===== config.mk =====
export PLATFORM = sky130hd
export DESIGN_NAME = la_uart_uploader
export DESIGN_NICKNAME = d
export VERILOG_FILES = /design/src/rtl/la_uart_uploader.sv
export SDC_FILE = /design/constraint.sdc
export NUM_CORES = 1
export LEC_CHECK = 0
export ABC_AREA = 1
export BUFFER_PORTS_ARGS = -buffer_cell sky130_fd_sc_hd__buf_2
export CORE_UTILIZATION = 55
export DETAILED_ROUTE_END_ITERATION = 10
export PLACE_DENSITY = 0.88
export SLEW_MARGIN = 0
export SYNTH_ARGS = -nofsm -noshare
export SYNTH_HDL_FRONTEND = slang
export SYNTH_SLANG_ARGS = --single-unit

===== constraint.sdc =====
create_clock -name clk -period 3.3 [get_ports clk]
set_clock_uncertainty 0.2 [all_clocks]
set_input_delay 0.495 -clock clk [delete_from_list [all_inputs] [get_ports clk]]
set_output_delay 0.495 -clock clk [all_outputs]
set_load 0.1 [all_outputs]

===== src/rtl/la_uart_uploader.sv =====
// la_uart_uploader: drains the capture FIFO into A5/LEN/payload packets on an 8N1 UART line; define LA_UPLOAD_CHKSUM_EN to append an XOR checksum frame
module la_uart_uploader #(
  parameter int CLKS_PER_BIT = 87,
  parameter int PKT_LEN = 16,
  parameter int CNT_W = 10
) (
  input  logic             clk,
  input  logic             rst_n,
  input  logic             enable,
  input  logic             flush,
  input  logic [CNT_W-1:0] fifo_rd_cnt,
  input  logic             fifo_empty,
  output logic             fifo_ren,
  input  logic [7:0]       fifo_rdata,
  output logic             uart_tx,
  output logic             busy,
  output logic             pkt_done
);
  localparam int BW = CLKS_PER_BIT > 1 ? $clog2(CLKS_PER_BIT) : 1;
  localparam logic [BW-1:0] BAUD_MAX = BW'(CLKS_PER_BIT - 1);
  localparam logic [CNT_W-1:0] FULL = CNT_W'(PKT_LEN);
`ifdef LA_UPLOAD_CHKSUM_EN
  typedef enum logic [2:0] {IDLE, HDR, LEN, PAY, CHK, DONE} state_t;
  logic [7:0] chk_q;
`else
  typedef enum logic [2:0] {IDLE, HDR, LEN, PAY, DONE} state_t;
`endif
  state_t state, state_n;
  logic [BW-1:0] baud_cnt;
  logic [3:0] bit_idx;
  logic [7:0] len_q, len_n, pay_idx, data_q, cur_byte;
  logic flush_pend, ren_q, in_frame, bit_end, frame_end, last_pay;
  logic start_full, start_flush, start, rd_slot;
  assign in_frame = state != IDLE && state != DONE;
  assign bit_end = baud_cnt == BAUD_MAX;
  assign frame_end = in_frame && bit_end && bit_idx == 4'd9;
  assign last_pay = pay_idx == len_q - 8'd1;
  assign start_full = enable && fifo_rd_cnt >= FULL;
  assign start_flush = flush_pend && fifo_rd_cnt != '0 && fifo_rd_cnt < FULL;
  assign start = state == IDLE && (start_full || start_flush);
  assign len_n = start_full ? 8'(PKT_LEN) : 8'(fifo_rd_cnt);
  // data_q is refilled during each stop bit, after the current byte's data bits are already out
  assign rd_slot = bit_idx == 4'd9 && baud_cnt == '0 && (state == HDR || (state == PAY && !last_pay));
  always_ff @(posedge clk or negedge rst_n)
    if (!rst_n) state <= IDLE;
    else state <= state_n;
  always_comb begin
    state_n = state;
    case (state)
      IDLE: state_n = start ? HDR : IDLE;
      HDR: state_n = frame_end ? LEN : HDR;
      LEN: state_n = frame_end ? PAY : LEN;
`ifdef LA_UPLOAD_CHKSUM_EN
      PAY: state_n = frame_end && last_pay ? CHK : PAY;
      CHK: state_n = frame_end ? DONE : CHK;
`else
      PAY: state_n = frame_end && last_pay ? DONE : PAY;
`endif
      DONE: state_n = IDLE;
      default: state_n = IDLE;
    endcase
  end
  always_comb begin
`ifdef LA_UPLOAD_CHKSUM_EN
    cur_byte = state == HDR ? 8'hA5 : state == LEN ? len_q : state == PAY ? data_q : chk_q;
`else
    cur_byte = state == HDR ? 8'hA5 : state == LEN ? len_q : data_q;
`endif
    uart_tx = !in_frame || bit_idx == 4'd9 ? 1'b1 : bit_idx == 4'd0 ? 1'b0 : cur_byte[3'(bit_idx - 4'd1)];
    busy = in_frame;
    pkt_done = state == DONE;
    fifo_ren = rd_slot && !fifo_empty;
  end
  always_ff @(posedge clk or negedge rst_n)
    if (!rst_n) begin
      baud_cnt <= '0;
      bit_idx <= '0;
      len_q <= '0;
      pay_idx <= '0;
      data_q <= '0;
      ren_q <= 1'b0;
      flush_pend <= 1'b0;
    end else begin
      baud_cnt <= in_frame && !bit_end ? baud_cnt + 1'b1 : '0;
      bit_idx <= !in_frame || frame_end ? 4'd0 : bit_end ? bit_idx + 4'd1 : bit_idx;
      pay_idx <= state == IDLE ? 8'd0 : state == PAY && frame_end ? pay_idx + 8'd1 : pay_idx;
      if (start) len_q <= len_n;
      ren_q <= fifo_ren;
      if (ren_q) data_q <= fifo_rdata;
      flush_pend <= (flush || flush_pend) && fifo_rd_cnt != '0 && !(start && !start_full);
    end
`ifdef LA_UPLOAD_CHKSUM_EN
  always_ff @(posedge clk or negedge rst_n)
    if (!rst_n) chk_q <= '0;
    else if (start) chk_q <= len_n;
    else if (ren_q) chk_q <= chk_q ^ fifo_rdata;
`endif
endmodule


Yosys cells after proc, flatten, opt, wreduce, memory -nomap -nowiden
Index checks and enable logic that the tools add are counted. Widths: inputs -> output; s select.

$add $sub $neg: 5. $lt $le $gt $ge: 3. Equal/unequal tests: 8. Mux-type cells: 17. Reductions and logical operators: 35.

Operator list (count): $mux 8 (5); $logic_and 1x1->1 (17); $pmux 3 s4 (1); $ge 10x5->1 const B (1); $lt 10x5->1 const B (1); $reduce_bool 10->1 (1); $add 8x1->8 const B (1); $eq 8x8->1 (1); $mux 4 (2); $sub 8x1->8 const B (1); $add 7x1->7 const B (1); $eq 7x7->1 const B (1); $logic_not 7->1 (1); $mux 7 (1); $eq 3x2->1 const B (2); $logic_not 1->1 (6); $logic_or 1x1->1 (5); $mux 1 (5); $add 4x1->4 const B (1); $eq 4x4->1 const B (1); $logic_not 4->1 (1); $lt 3x4->1 const B (1); $reduce_bool 2->1 (2); $bmux 1 s3 (1); 8 further kinds (8).

Register bits after elaboration: 40. Bits of input ports: 23. Output and inout port bits: 4. Logic and storage cells: 76.

Depth between registers and ports, before layout
Depth after elaboration: 8. Depth in mapped cells: 13. Mapped depth without buffers: 13.

Worst setup path before layout
OpenSTA, ideal clock, no wires.

Path kind: reg-to-output. From: register len_q[0]. To: output fifo_ren. Arrival: 2.809 ns. Path slack: -0.204 ns. Stages on the path, launching flop included: 9. Buffers on the path: 0. Cells stage by stage: dfrtp_1 -> inv_1 -> ha_1 -> or2_2 -> nand4_1 -> nor2_1 -> nand2_1 -> nand2_1 -> a21oi_1.

Word-level cells in the longest chain between the ends: 7.

RTL lines: start: declaration (line 31) `logic [7:0] len_q, len_n, pay_idx, data_q, cur_byte;`; start signal: assignment (line 87) `if (start) len_q <= len_n;`; $sub 8x1->8 (line 37) `assign last_pay = pay_idx == len_q - 8'd1;`; $eq 8x8->1 (line 37); $logic_not 1->1 (line 43) `assign rd_slot = bit_idx == 4'd9 && baud_cnt == '0 && (state == HDR || (state == PAY && !last_pay));`; $logic_and 1x1->1 (line 43); $logic_or 1x1->1 (line 43); $logic_and 1x1->1 (line 43); $logic_and 1x1->1 (line 72) `fifo_ren = rd_slot && !fifo_empty;`; end: declaration (line 13) `output logic fifo_ren,`.

Every way passes these cells.

Final worst setup path
Ends and elaborated chain as after synthesis.

==> results.toml <==
[global_routing]
grt_busiest_layer = "met2"
antenna_found_initial = 0
grt_pass1_vias = 1966
grtUsageMet1_pct = 30.46
use_met3_pct = 5.757
met2_usage_pct = 42.89
overflow = 0
grt_pass1_wl_um = 8452
grt_max_degree = 41
track_usage_pct = 24.88

[clocking]
cts-htree-levels = 2
hold_buffers = 0
clock_latency_ns = 0.30
cts_root_buffer = "clkbuf_8"
cts_tree = "built"
clkSlewWorstSetupHoldPaths_ns = 0.08
numCtsBuffers = 5
cts_sinks = 40
cts_max_path_buffers = 2

[outcome]
status = "finished clean"

[worst_setup_path]
critPathMaxFanout = 6
r2r_slack_ns = 1.32
cp-start-kind = "flop"
arrival_ns = 2.30
cp.required_ns = 2.60
r2r_end = "state[0]"
criticalPathCategory = "flop to primary output"
regToRegStartpoint = "len_q[0]"
reg2reg_depth = 13
endpoint_kind = "primary output"

[route]
drc_errors = 0
wl_per_cell_um = 12.44
first_pass_iters = 4
num_vias = 2151
via_per_inst = 5.324
drt-total-wl_um = 5024
ant_nets = 0
initialDrtViolationCount = 119

[floorplanning]
start_util_pct = 59.21
boundaryPins = 27
core_um2 = 4144
die_h_um = 68.79
die_w_um = 68.79
die-area_um2 = 4732
num_rows = 23

[timing]
maxSlewHeadroom_pct = 40.16
period_share_pct = 90.74
setup_viol = 0
rsz0062_at_grt = "false"
post-route-min-period_ns = 2.994
timing.final.hold_violations = 0
max_freq_mhz = 334.0
worstMarginPinSlew_ns = 0.8976
slew_violations = 0
setup_tns_ns = 0

[yosys]
synth.avg_cell_area_um2 = 7.573
synth_cell_types = 34
synthCells = 324
synth_seq_cells = 40
syn_nets = 355
yosysWarnings = 0
ys_seq_area_share_pct = 40.80
synth_area_um2 = 2454

[final_layout]
nNetsFinal = 384
num_antenna_cells = 0
final_cell_mix = "nand2_1 (74), inv_1 (44), dfrtp_1 (40)"
syn_to_final_growth_pct = 11.37
fin_area_um2 = 2733
final_common_cell = "nand2_1"
drive_gt1_share_pct = 20.06

[place]
place_congestion = 0.8933
port_buffers = 26
place_area_um2 = 2619
place_hpwl_um = 3772

[flow_run]
cap_viol_max_count = 0

[power_and_ir_drop]
power_per_cell_area_nw_per_um2 = 333.8
p_leak_nw = 1.424
peakVddDrop_mv = 0.2234

[worst_hold_path]
hp-class = "input port to asynchronous set/reset pin"
metal layers:
| layer | up-vias | share of wire (%) |
|---|---|---|
| met5 | - | 0 |
| met4 | 0 | 1.2 |
| met3 | 7 | 4.4 |
| met2 | 59 | 49 |
| met1 | 998 | 45 |
| li1 | 1087 | - |
how the worst max path moves through the flow:
stage,startpoint,to,slack [ns],cells past startpoint
floorplan,len_q[0],fifo_ren,0.36,8
global placement,len_q[0],fifo_ren,0.63,9
detailed placement,len_q[0],fifo_ren,0.59,9
CTS,len_q[0],fifo_ren,0.24,13
global route,len_q[0],fifo_ren,0.08,13
finish,len_q[0],fifo_ren,0.31,13
power by group:
group / internal (mW) / total, mW / switching, mW
Combinational: 0.0105 / 0.0257 / 0.0151
Clock: 0.224 / 0.397 / 0.173
Sequential: 0.490 / 0.490 / 0.0000142
Total: 0.724 / 0.912 / 0.188
per-stage QoR:
stage	setup slack [ns]	utilization (%)	total power, mW	hold WS [ns]	instances
3_3_place_gp	0.6308	63.19	0.5254	0.2837	396
4_1_cts	0.2418	65.88	0.9207	0.1473	404
5_1_grt	0.07810	65.94	0.9504	0.1983	404
3_5_place_dp	0.5922	63.19	0.5260	0.2890	396
2_1_floorplan	0.3585	-	0.5034	-0.0005910	324
6_report	0.3056	65.94	0.9122	0.1240	404
timing repair:
action | CTS | global route
endpoints found under the setup margin | 0 | 1
endpoints found under the hold margin | 0 | 0
buffers inserted | 0 | 0
gates resized for setup | 0 | 1
worst max-delay path, stage by stage (launching register included):
cell and delay, ns:
dfrtp_1 0.42, inv_1 0.16, ha_1 0.23, inv_1 0.07, nand2_1 0.10, nand3_1 0.11
nand2_1 0.08, inv_1 0.04, nand3_1 0.07, nor2_1 0.04, nand2_1 0.11, nand2_1 0.07
a21oi_2 0.15, clkbuf_4 0.35
state kept, by name, indices dropped and copies added (netlist names):
signal / flops
pay_idx: 8
ren_q: 1
len_q: 8
state: 3
baud_cnt: 7
data_q: 8
flush_pend: 1
bit_idx: 4
cells in the mapped netlist:
library cell / n / share of area, %
o21ai_0: 12 / 2.4
nor2_4: 3 / 1.4
o22ai_1: 4 / 1.0
nor2_2: 4 / 1.0
clkbuf_2: 1 / 0.20
clkbuf_1: 1 / 0.15
xor2_1: 4 / 1.4
clkinv_2: 1 / 0.20
ha_1: 8 / 4.1
inv_1: 44 / 6.7
inv_2: 10 / 1.5
xnor2_1: 3 / 1.1
nand3_2: 1 / 0.41
nand3b_1: 1 / 0.31
nor3_1: 5 / 1.0
or2_2: 2 / 0.51
nor2_1: 32 / 4.9
mux2_2: 6 / 2.8
nand2_2: 3 / 0.76
o211ai_1: 1 / 0.31
dfrtp_1: 40 / 41
a21oi_1: 14 / 2.9
nor3_2: 2 / 0.82
clkinv_1: 1 / 0.15
nand2_1: 74 / 11
o21ai_1: 3 / 0.61
nand3_1: 28 / 5.7
buf_6: 2 / 0.92
nand2_4: 1 / 0.46
o21ai_2: 1 / 0.36
nand4_1: 9 / 2.3
o21a_1: 1 / 0.31
nor3_4: 1 / 0.66
o211ai_2: 1 / 0.51
final cells by class:
cell class,instances,area (um^2)
clock buffers,5,68.82
fillers,361,1411
well taps,50,62.56
inverters,56,211.5
repair buffers,26,132.6
clock inverters,3,42.54
multi-input cells,224,1214
flip-flops and latches,40,1001
kinds of logic after synthesis:
kind of cell,share of synthesized area (%)
and+or+nand+nor,31.57
buffers and inverters,9.892
DFF,40.80
AOI/OAI and AO/OA,8.414
adders and majority gates,4.080
xor gates and xnor gates,2.499
muxes,2.754
Power figures use the tool's default switching activity.
